File: src/rtl/cr_huf_comp_is_arb_pkg.sv
// rtl/cr_huf_comp_is_arb_pkg.sv - shared types for the long-symbol sort engine arbiter
package cr_huf_compPKG;

    localparam int DAT_W   = 8;
    localparam int CNT_W   = 16;
    localparam int SEQID_W = 8;

    typedef struct packed {
        logic [DAT_W-1:0]   sym;
        logic [CNT_W-1:0]   cnt;
        logic [SEQID_W-1:0] seq_id;
        logic               eob;
        logic               src;
    } s_is_arb_word;

    typedef enum logic [1:0] {
        IDLE  = 2'd0,
        LOCK0 = 2'd1,
        LOCK1 = 2'd2
    } e_is_arb_state;

endpackage

File: src/rtl/cr_huf_comp_is_arb_fifo.sv
// rtl/cr_huf_comp_is_arb_fifo.sv - 2-entry word FIFO, push and pop legal together at any fill
module cr_huf_comp_is_arb_fifo
    import cr_huf_compPKG::*;
(
    input  logic         clk,
    input  logic         rst,
    input  logic         push,
    input  s_is_arb_word push_word,
    input  logic         pop,
    output s_is_arb_word head,
    output logic [1:0]   cnt
);

    s_is_arb_word mem [2];
    logic         wr_ptr;
    logic         rd_ptr;
    logic [1:0]   cnt_q;
    logic         do_push;
    logic         do_pop;

    assign do_pop  = pop && (cnt_q != 2'd0);
    // When full, a simultaneous pop frees the head slot, which is exactly where wr_ptr points
    assign do_push = push && ((cnt_q != 2'd2) || do_pop);

    always_ff @(posedge clk) begin
        if (rst) begin
            mem[0] <= '0;
            mem[1] <= '0;
            wr_ptr <= 1'b0;
            rd_ptr <= 1'b0;
            cnt_q  <= 2'd0;
        end else begin
            if (do_push) begin
                mem[wr_ptr] <= push_word;
                wr_ptr      <= ~wr_ptr;
            end
            if (do_pop) begin
                rd_ptr <= ~rd_ptr;
            end
            cnt_q <= cnt_q + 2'(do_push) - 2'(do_pop);
        end
    end

    assign head = mem[rd_ptr];
    assign cnt  = cnt_q;

endmodule

File: src/rtl/cr_huf_comp_is_arb.sv
// rtl/cr_huf_comp_is_arb.sv - block-locked round-robin arbiter in front of the long sort engine
module cr_huf_comp_is_arb
    import cr_huf_compPKG::*;
#(
    parameter int DAT_WIDTH   = DAT_W,
    parameter int CNT_WIDTH   = CNT_W,
    parameter int SEQID_WIDTH = SEQID_W
) (
    input  logic                   clk,
    input  logic                   rst,
    input  logic                   req0_vld,
    input  logic [DAT_WIDTH-1:0]   req0_sym,
    input  logic [CNT_WIDTH-1:0]   req0_cnt,
    input  logic [SEQID_WIDTH-1:0] req0_seq_id,
    input  logic                   req0_eob,
    output logic                   req0_rd,
    input  logic                   req1_vld,
    input  logic [DAT_WIDTH-1:0]   req1_sym,
    input  logic [CNT_WIDTH-1:0]   req1_cnt,
    input  logic [SEQID_WIDTH-1:0] req1_seq_id,
    input  logic                   req1_eob,
    output logic                   req1_rd,
    output logic                   arb_is_vld,
    output logic [DAT_WIDTH-1:0]   arb_is_sym,
    output logic [CNT_WIDTH-1:0]   arb_is_cnt,
    output logic [SEQID_WIDTH-1:0] arb_is_seq_id,
    output logic                   arb_is_eob,
    output logic                   arb_is_src,
    input  logic                   is_arb_rd,
    output logic                   blk_done,
    output logic                   blk_done_src,
    output logic                   err_seq
);

    e_is_arb_state          state_q, state_d;
    logic                   rr_q;
    logic [SEQID_WIDTH-1:0] rec_id_q;
    logic                   err_q;
    logic                   done_q;
    logic                   done_src_q;

    s_is_arb_word           head;
    s_is_arb_word           push_word;
    logic [1:0]             fifo_cnt;
    logic                   fifo_vld;
    logic                   eng_pop;
    logic                   room;
    logic                   push;
    logic                   lock_src;
    logic                   grant_vld;
    logic                   grant_src;
    logic [SEQID_WIDTH-1:0] grant_seq;

    logic                   cur_vld;
    logic                   cur_eob;
    logic [SEQID_WIDTH-1:0] cur_seq;

    assign fifo_vld  = (fifo_cnt != 2'd0);
    assign eng_pop   = is_arb_rd && fifo_vld;
    assign room      = (fifo_cnt < 2'd2) || eng_pop;
    assign lock_src  = (state_q == LOCK1);
    assign cur_vld   = lock_src ? req1_vld    : req0_vld;
    assign cur_eob   = lock_src ? req1_eob    : req0_eob;
    assign cur_seq   = lock_src ? req1_seq_id : req0_seq_id;
    assign grant_seq = grant_src ? req1_seq_id : req0_seq_id;

    always_comb begin
        push_word.sym    = lock_src ? req1_sym : req0_sym;
        push_word.cnt    = lock_src ? req1_cnt : req0_cnt;
        push_word.seq_id = cur_seq;
        push_word.eob    = cur_eob;
        push_word.src    = lock_src;
    end

    always_ff @(posedge clk) begin
        if (rst) begin
            state_q <= IDLE;
        end else begin
            state_q <= state_d;
        end
    end

    always_comb begin
        state_d   = state_q;
        req0_rd   = 1'b0;
        req1_rd   = 1'b0;
        push      = 1'b0;
        grant_vld = 1'b0;
        grant_src = 1'b0;
        case (state_q)
            IDLE: begin
                if (req0_vld || req1_vld) begin
                    grant_vld = 1'b1;
                    grant_src = (req0_vld && req1_vld) ? rr_q : req1_vld;
                    state_d   = grant_src ? LOCK1 : LOCK0;
                end
            end
            LOCK0, LOCK1: begin
                push    = cur_vld && room;
                req0_rd = push && !lock_src;
                req1_rd = push && lock_src;
                if (push && cur_eob) begin
                    state_d = IDLE;
                end
            end
            default: state_d = IDLE;
        endcase
    end

    always_ff @(posedge clk) begin
        if (rst) begin
            rr_q       <= 1'b0;
            rec_id_q   <= '0;
            err_q      <= 1'b0;
            done_q     <= 1'b0;
            done_src_q <= 1'b0;
        end else begin
            if (grant_vld) begin
                rec_id_q <= grant_seq;
            end
            if (push && (cur_seq != rec_id_q)) begin
                err_q <= 1'b1;
            end
            if (push && cur_eob) begin
                rr_q <= ~lock_src;
            end
            done_q <= eng_pop && head.eob;
            if (eng_pop && head.eob) begin
                done_src_q <= head.src;
            end
        end
    end

    cr_huf_comp_is_arb_fifo u_fifo (
        .clk       (clk),
        .rst       (rst),
        .push      (push),
        .push_word (push_word),
        .pop       (eng_pop),
        .head      (head),
        .cnt       (fifo_cnt)
    );

    // Data outputs read as zero while the FIFO is empty so stale entries never leak out
    assign arb_is_vld    = fifo_vld;
    assign arb_is_sym    = fifo_vld ? head.sym    : '0;
    assign arb_is_cnt    = fifo_vld ? head.cnt    : '0;
    assign arb_is_seq_id = fifo_vld ? head.seq_id : '0;
    assign arb_is_eob    = fifo_vld && head.eob;
    assign arb_is_src    = fifo_vld && head.src;
    assign blk_done      = done_q;
    assign blk_done_src  = done_src_q;
    assign err_seq       = err_q;

endmodule

File: config.mk
export PLATFORM = sky130hd
export DESIGN_NAME = cr_huf_comp_is_arb
export DESIGN_NICKNAME = d
export VERILOG_FILES = /design/src/rtl/cr_huf_comp_is_arb_pkg.sv /design/src/rtl/cr_huf_comp_is_arb_fifo.sv /design/src/rtl/cr_huf_comp_is_arb.sv
export SDC_FILE = /design/constraint.sdc
export NUM_CORES = 1
export LEC_CHECK = 0
export ABC_AREA = 1
export CAP_MARGIN = 25
export CORE_MARGIN = 8
export CORE_UTILIZATION = 30
export CTS_BUF_LIST = sky130_fd_sc_hd__clkbuf_4 sky130_fd_sc_hd__clkbuf_8 sky130_fd_sc_hd__clkbuf_16
export CTS_CLUSTER_DIAMETER = 40
export DETAILED_ROUTE_END_ITERATION = 7
export GPL_ROUTABILITY_DRIVEN = 0
export PLACE_DENSITY = 0.6
export SYNTH_ARGS = -nofsm -noshare
export SYNTH_HDL_FRONTEND = slang
export SYNTH_SLANG_ARGS = --single-unit
File: constraint.sdc
create_clock -name clk -period 3.34 [get_ports clk]
set_input_delay 0.334 -clock clk [delete_from_list [all_inputs] [get_ports clk]]
set_output_delay 0.334 -clock clk [all_outputs]
set_load 0.1 [all_outputs]
==> results.py, run 1 <==
metrics = {
    "synthesis": {
        "syn-cell-area_mm2": 0.00438,
        "synth-seq-area-share": 0.553,
        "avgSynthCellArea_um2": 9.24,
        "yosysMostFrequentCell": "nand2_1",
        "synth_top_cell_area_share": 0.466,
        "ys.flop_type": "edfxtp_1",
        "ys_top_cells_by_count": "nand2_1 (125), nor2_1 (75), edfxtp_1 (68)",
        "synth_top_cell_by_area": "edfxtp_1",
        "synth.net_count": 548,
        "synth.area.top_cells": "edfxtp_1 (47%), nand2_1 (11%), dfxtp_1 (8.7%)",
        "synth_seq_cells": 87,
        "syn-instance-count": 474,
        "synth_edf_count": 68,
        "synthArstFlopShare": 0,
        "ys_types": 30,
        "synth_warnings": 0,
    },
    "timing": {
        "min_period_ns": 2.67,
        "post-route-period-util": 0.800,
        "setup_violations": 0,
        "hold_viol_final": 0,
        "tns_ns": 0,
        "slew_viol_final": 0,
        "worst_pin_slew_ns": 0.990,
        "fmax_ghz": 0.374,
        "skew_ns": 0.00532,
        "maxSlewHeadroom": 0.338,
        "rsz0062_at_grt": "no",
    },
    "route": {
        "drt-pass1-iter-count": 5,
        "vias_per_cell": 4.61,
        "vias": 3519,
        "drt_iter0_markers": 236,
        "remaining_drc_errors": 0,
        "wl_per_cell_um": 14.6,
        "wl_um": 11100,
        "ant_nets": 0,
    },
    "cts": {
        "clock_sinks": 87,
        "insertion_delay_ns": 0.33,
        "cts-hold-fix-buffers": 0,
        "clock-root-buffer": "clkbuf_16",
        "cts_buffer_depth": 2,
        "path_clk_slew_ns": 0.06,
        "cts_resized": 0,
        "cts_buffers": 9,
        "cts_tree": "done",
        "htree_levels": 3,
        "post-cts-setup-buffer-count": 0,
    },
    "worst_setup_path": {
        "slowest_delay_ns": 0.46,
        "cp-startpoint": "state_q[0]",
        "cp_data_required_time_ns": 3.01,
        "rr_startpoint": "state_q[0]",
        "path_cells": "inv_1 > ha_2 > buf_4 > inv_2 > nor2_1 > buf_4",
        "cp_data_arrival_time_ns": 2.34,
        "crit_fanout": 27,
        "slowest_stage": "ha_2",
        "cpMostUsedCell": "buf_4",
        "start_kind": "flop",
        "crit_type": "reg2out",
        "end_kind": "output port",
    },
    "cells_and_area": {
        "insertedDiodeCount": 0,
        "layout.nets": 649,
        "drive_above_1_share": 0.128,
        "fin_cells": 764,
        "syn2layout_area_growth_pct": 41.2,
    },
    "die": {
        "rows": 44,
        "die_x_um": 137,
        "die_h_um": 137,
        "ios": 111,
        "dieArea_mm2": 0.0187,
        "start_util": 0.304,
        "core_mm2": 0.0144,
    },
    "place": {
        "dp_hpwl_um": 7780,
        "dp_cells": 748,
        "io_buffers": 110,
    },
    "global_route": {
        "busiest_layer": "met2",
        "grt_pass1_vias": 3675,
        "overflow": 0,
        "met1_usage": 0.142,
        "grt_max_degree": 38,
        "use_met2": 0.211,
        "track_usage": 0.122,
        "grt_pass1_wl_um": 17900,
        "antenna_found_initial": 0,
        "grt_util_met3": 0.0378,
    },
    "pwr": {
        "leakage_nw": 2.43,
        "power_w": 0.00506,
        "powerDensity_mw_per_mm2": 818,
        "ir_drop_mv": 0.514,
    },
    "run": {
        "max_cap_viol_count": 0,
    },
    "min_path": {
        "holdCritStartpoint": "u_fifo.rd_ptr",
        "min_path_type": "reg2reg",
    },
    "outcome": {
        "status": "finished clean",
    },
}
[state kept, by name, summed over array words and instances, names as in the netlist, named ones only]
name	cells
u_fifo.mem	68
rec_id_q	8
state_q	2
u_fifo.cnt	2
blk_done	1
blk_done_src	1
err_seq	1
rr_q	1
u_fifo.rd_ptr	1
u_fifo.wr_ptr	1
[stage by stage]
step | hold slack (ns) | cell area (um^2) | util | setup slack [ns]
floorplan | 0.426 | 4380 | - | 0.688
global placement | 0.436 | 5890 | 0.408 | 0.920
detailed placement | 0.452 | 5890 | 0.408 | 0.843
CTS | 0.461 | 6180 | 0.429 | 0.587
global route | 0.485 | 6180 | 0.429 | 0.440
finish | 0.466 | 6180 | 0.429 | 0.669
[metal layers]
| metal | share of wire | up-vias |
|---|---|---|
| met4 | 0.0097 | 0 |
| li1 | - | 1776 |
| met1 | 0.43 | 1631 |
| met3 | 0.067 | 9 |
| met5 | 0 | - |
| met2 | 0.49 | 103 |
[final cells by class]
cell class / instances / area [um^2]
clock buffer: 12 / 248
timing repair buffer: 114 / 1450
sequential: 87 / 2420
multi-input combinational: 325 / 1640
tap: 184 / 230
clock inverter: 4 / 46.3
inverter: 38 / 143
fill: 1406 / 8240
[power breakdown]
part / switching (W) / internal [W]
sequential: 0.0000522 / 0.00129
clock: 0.000390 / 0.000601
combinational: 0.00191 / 0.000816
total: 0.00236 / 0.00270
[path summary, 6_finish.rpt]
path | endpoint | slack (ns) | cells after the start
worst max-delay path | req1_rd | 0.67 | 6
worst min-delay path | u_fifo.rd_ptr | 0.47 | 1
worst max register to register | err_seq | 1.02 | 12
worst min register to register | u_fifo.rd_ptr | 0.47 | 1
[critical path, delay by kind of cell, from the launching register on]
family,cells,cell delay [ns]
buf+inv,4,1.06
simple gates,1,0.15
fa+ha+maj,1,0.46
flops,1,0.31
[kinds of logic (layout without fill, tap and decap cells)]
kind of cell,Yosys count,after routing,synth area share
compound gates,75,75,0.0983
xor+xnor,1,1,0.00200
fa+ha+maj,3,3,0.00857
simple gates,221,221,0.206
flops,87,87,0.553
mux,25,25,0.0572
buf+inv,62,168,0.0743
[placed cells by master, fill, tap and decap left out, types with 2 or more instances in the layout]
| cell type | count |
|---|---|
| nand3b_1 | 3 |
| dfxtp_1 | 19 |
| nor2_1 | 75 |
| o21ai_0 | 12 |
| nand2_1 | 123 |
| o22ai_1 | 8 |
| clkbuf_4 | 3 |
| buf_4 | 8 |
| clkbuf_16 | 9 |
| clkdlybuf4s50_1 | 73 |
| nor2_4 | 2 |
| nand2_2 | 4 |
| nand3_1 | 10 |
| o21ai_2 | 2 |
| mux2i_1 | 25 |
| edfxtp_1 | 68 |
| a21oi_1 | 49 |
| inv_1 | 35 |
| ha_1 | 2 |
| buf_12 | 33 |
| inv_2 | 3 |
(Power assumes the default switching activity.)
==> inputs of run 2 (changes only) <==
- clock period: 3.34 -> 2.58 ns (I/O delays scaled with it)
==> run 2 against run 1 <==
Worst setup slack got worse by 0.31 ns. Die area stayed put. Non-clock buffer count grew 6. Cell count is 0.65% higher. Hold slack got worse by 0.012 ns. Power increased by 28%. Largest cell class unchanged. Highest routed layer unchanged.
==> results.py, run 2 (same netlist as run 1, synthesis figures left out) <==
metrics = {
    "worst_setup_path": {
        "worstSetupEndpoint": "arb_is_eob",
        "crit_fanout": 20,
        "slowest_stage": "dfxtp_1",
        "crit_type": "reg2out",
        "rr_startpoint": "state_q[0]",
        "rr_worst_depth": 12,
        "reg2reg_slack_ns": 0.61,
        "reg2reg_to": "err_seq",
        "cp_data_required_time_ns": 2.32,
        "end_kind": "output port",
        "start_kind": "flop",
        "path_cells": "inv_2 > buf_4 > nand2_1 > o21ai_0 > inv_1 > nor2_1 > buf_12",
        "cp_data_arrival_time_ns": 1.96,
        "slowest_delay_ns": 0.32,
    },
    "cts": {
        "htree_levels": 3,
        "cts_buffer_depth": 2,
        "insertion_delay_ns": 0.33,
        "clock-root-buffer": "clkbuf_16",
        "cts_tree": "done",
        "cts-hold-fix-buffers": 0,
        "cts_buffers": 9,
        "post-cts-setup-buffer-count": 0,
        "path_clk_slew_ns": 0.06,
        "cts_resized": 0,
        "clock_sinks": 87,
    },
    "cells_and_area": {
        "insertedDiodeCount": 0,
        "layout_common_cells": "nand2_1 (123), nor2_1 (75), clkdlybuf4s50_1 (70)",
        "drive_above_1_share": 0.140,
        "top_register": "u_fifo.mem",
        "syn2layout_area_growth_pct": 42.7,
        "largest_reg_flops": 68,
        "layout.nets": 655,
        "utilization": 0.433,
        "nFillCells": 1387,
        "top_regs": "u_fifo.mem (68), rec_id_q (8)",
        "fin_cells": 769,
        "mostFrequentLayoutCell": "nand2_1",
    },
    "place": {
        "post-place-ws_ns": 0.478,
        "dp_cells": 754,
        "dp_hpwl_um": 8190,
        "io_buffers": 110,
    },
    "route": {
        "ant_nets": 0,
        "remaining_drc_errors": 0,
        "drt-pass1-iter-count": 4,
        "wl_um": 11400,
        "wl_per_cell_um": 14.8,
        "vias_per_cell": 4.63,
        "drt_iter0_markers": 257,
        "vias": 3560,
    },
    "die": {
        "die_h_um": 137,
        "dieArea_mm2": 0.0187,
        "start_util": 0.304,
        "rows": 44,
        "ios": 111,
        "die_x_um": 137,
        "core_mm2": 0.0144,
    },
    "timing": {
        "slew_viol_final": 0,
        "worst_pin_slew_ns": 0.634,
        "skew_ns": 0.00719,
        "setup_violations": 0,
        "post-route-period-util": 0.861,
        "fin_ws_ns": 0.357,
        "rsz0062_at_grt": "no",
        "min_period_ns": 2.22,
        "fmax_ghz": 0.450,
        "tns_ns": 0,
        "maxSlewHeadroom": 0.577,
        "hold_viol_final": 0,
    },
    "global_route": {
        "grt_pass1_vias": 3684,
        "grt_max_degree": 36,
        "grt_pass1_wl_um": 18300,
        "overflow": 0,
        "track_usage": 0.125,
        "antenna_found_initial": 0,
    },
    "pwr": {
        "powerDensity_mw_per_mm2": 1040,
        "leakage_nw": 2.46,
        "ir_drop_mv": 0.404,
    },
    "run": {
        "max_cap_viol_count": 0,
    },
    "outcome": {
        "status": "finished clean",
    },
    "min_path": {
        "min_path_type": "reg2reg",
    },
}
[run 2: changes by cell type in the layout (fill, tap and decap cells not counted), sizes merged]
| cell | change |
|---|---|
| bufinv | -1 |
| clkbuf | -2 |
| clkdlybuf4s50 | -3 |
| buf | +9 |
| clkinvlp | +1 |
| clkinv | +1 |
[run 2: layer usage]
layer | global-route usage | routed length, um | vias to the layer above
met5 | 0 | 0 | -
met4 | 0.0386 | 116 | 0
met3 | 0.0367 | 867 | 8
met2 | 0.212 | 5690 | 107
met1 | 0.149 | 4690 | 1663
li1 | - | - | 1782
[run 2: per-stage QoR]
| stage | hold slack [ns] | area, um^2 | power [W] |
|---|---|---|---|
| global route | 0.494 | 6250 | 0.00679 |
| CTS | 0.456 | 6250 | 0.00657 |
| global placement | 0.438 | 5990 | 0.00539 |
| detailed placement | 0.445 | 5990 | 0.00542 |
| floorplan | 0.407 | 4380 | 0.00410 |
| finish | 0.455 | 6250 | 0.00649 |
[run 2: worst max-delay path: cells and delay by family, from the launching register on]
kind                   cells  cell delay (ns)
AND/OR/NAND/NOR            2             0.27
buffers and inverters      4             0.84
AO/OA/AOI/OAI              1             0.19
flip-flops                 1             0.32
[run 2: worst min path at each step]
stage                     cells past startpoint  slack [ns]     startpoint       endpoint
after global placement                        1        0.44  u_fifo.rd_ptr  u_fifo.rd_ptr
after CTS                                     2        0.46        err_seq        err_seq
after global routing                          2        0.49        err_seq        err_seq
after detailed placement                      2        0.45        err_seq        err_seq
after floorplan                               2        0.41       req0_eob           rr_q
final                                         2        0.45        err_seq        err_seq
[run 2: cell type report]
class                           count  area [um^2]  area share
Clock buffer                       10          233      0.0372
Inverter                           38          143      0.0228
Clock inverter                      5         26.3     0.00421
Sequential cell                    87         2420       0.388
Timing Repair Buffer              120         1550       0.248
Multi-Input combinational cell    325         1640       0.263
Tap cell                          184          230      0.0368
[run 2: power by group]
| group | internal, W | switching (W) |
|---|---|---|
| registers | 0.00167 | 0.0000688 |
| clock network | 0.000648 | 0.000497 |
| logic | 0.00111 | 0.00250 |
| total | 0.00343 | 0.00306 |
==> inputs of run 3 (changes only) <==
- GPL_ROUTABILITY_DRIVEN: 0 -> unset
==> results of run 3 <==
Same layout as run 2: the final DEF is identical, and so are final timing and power.
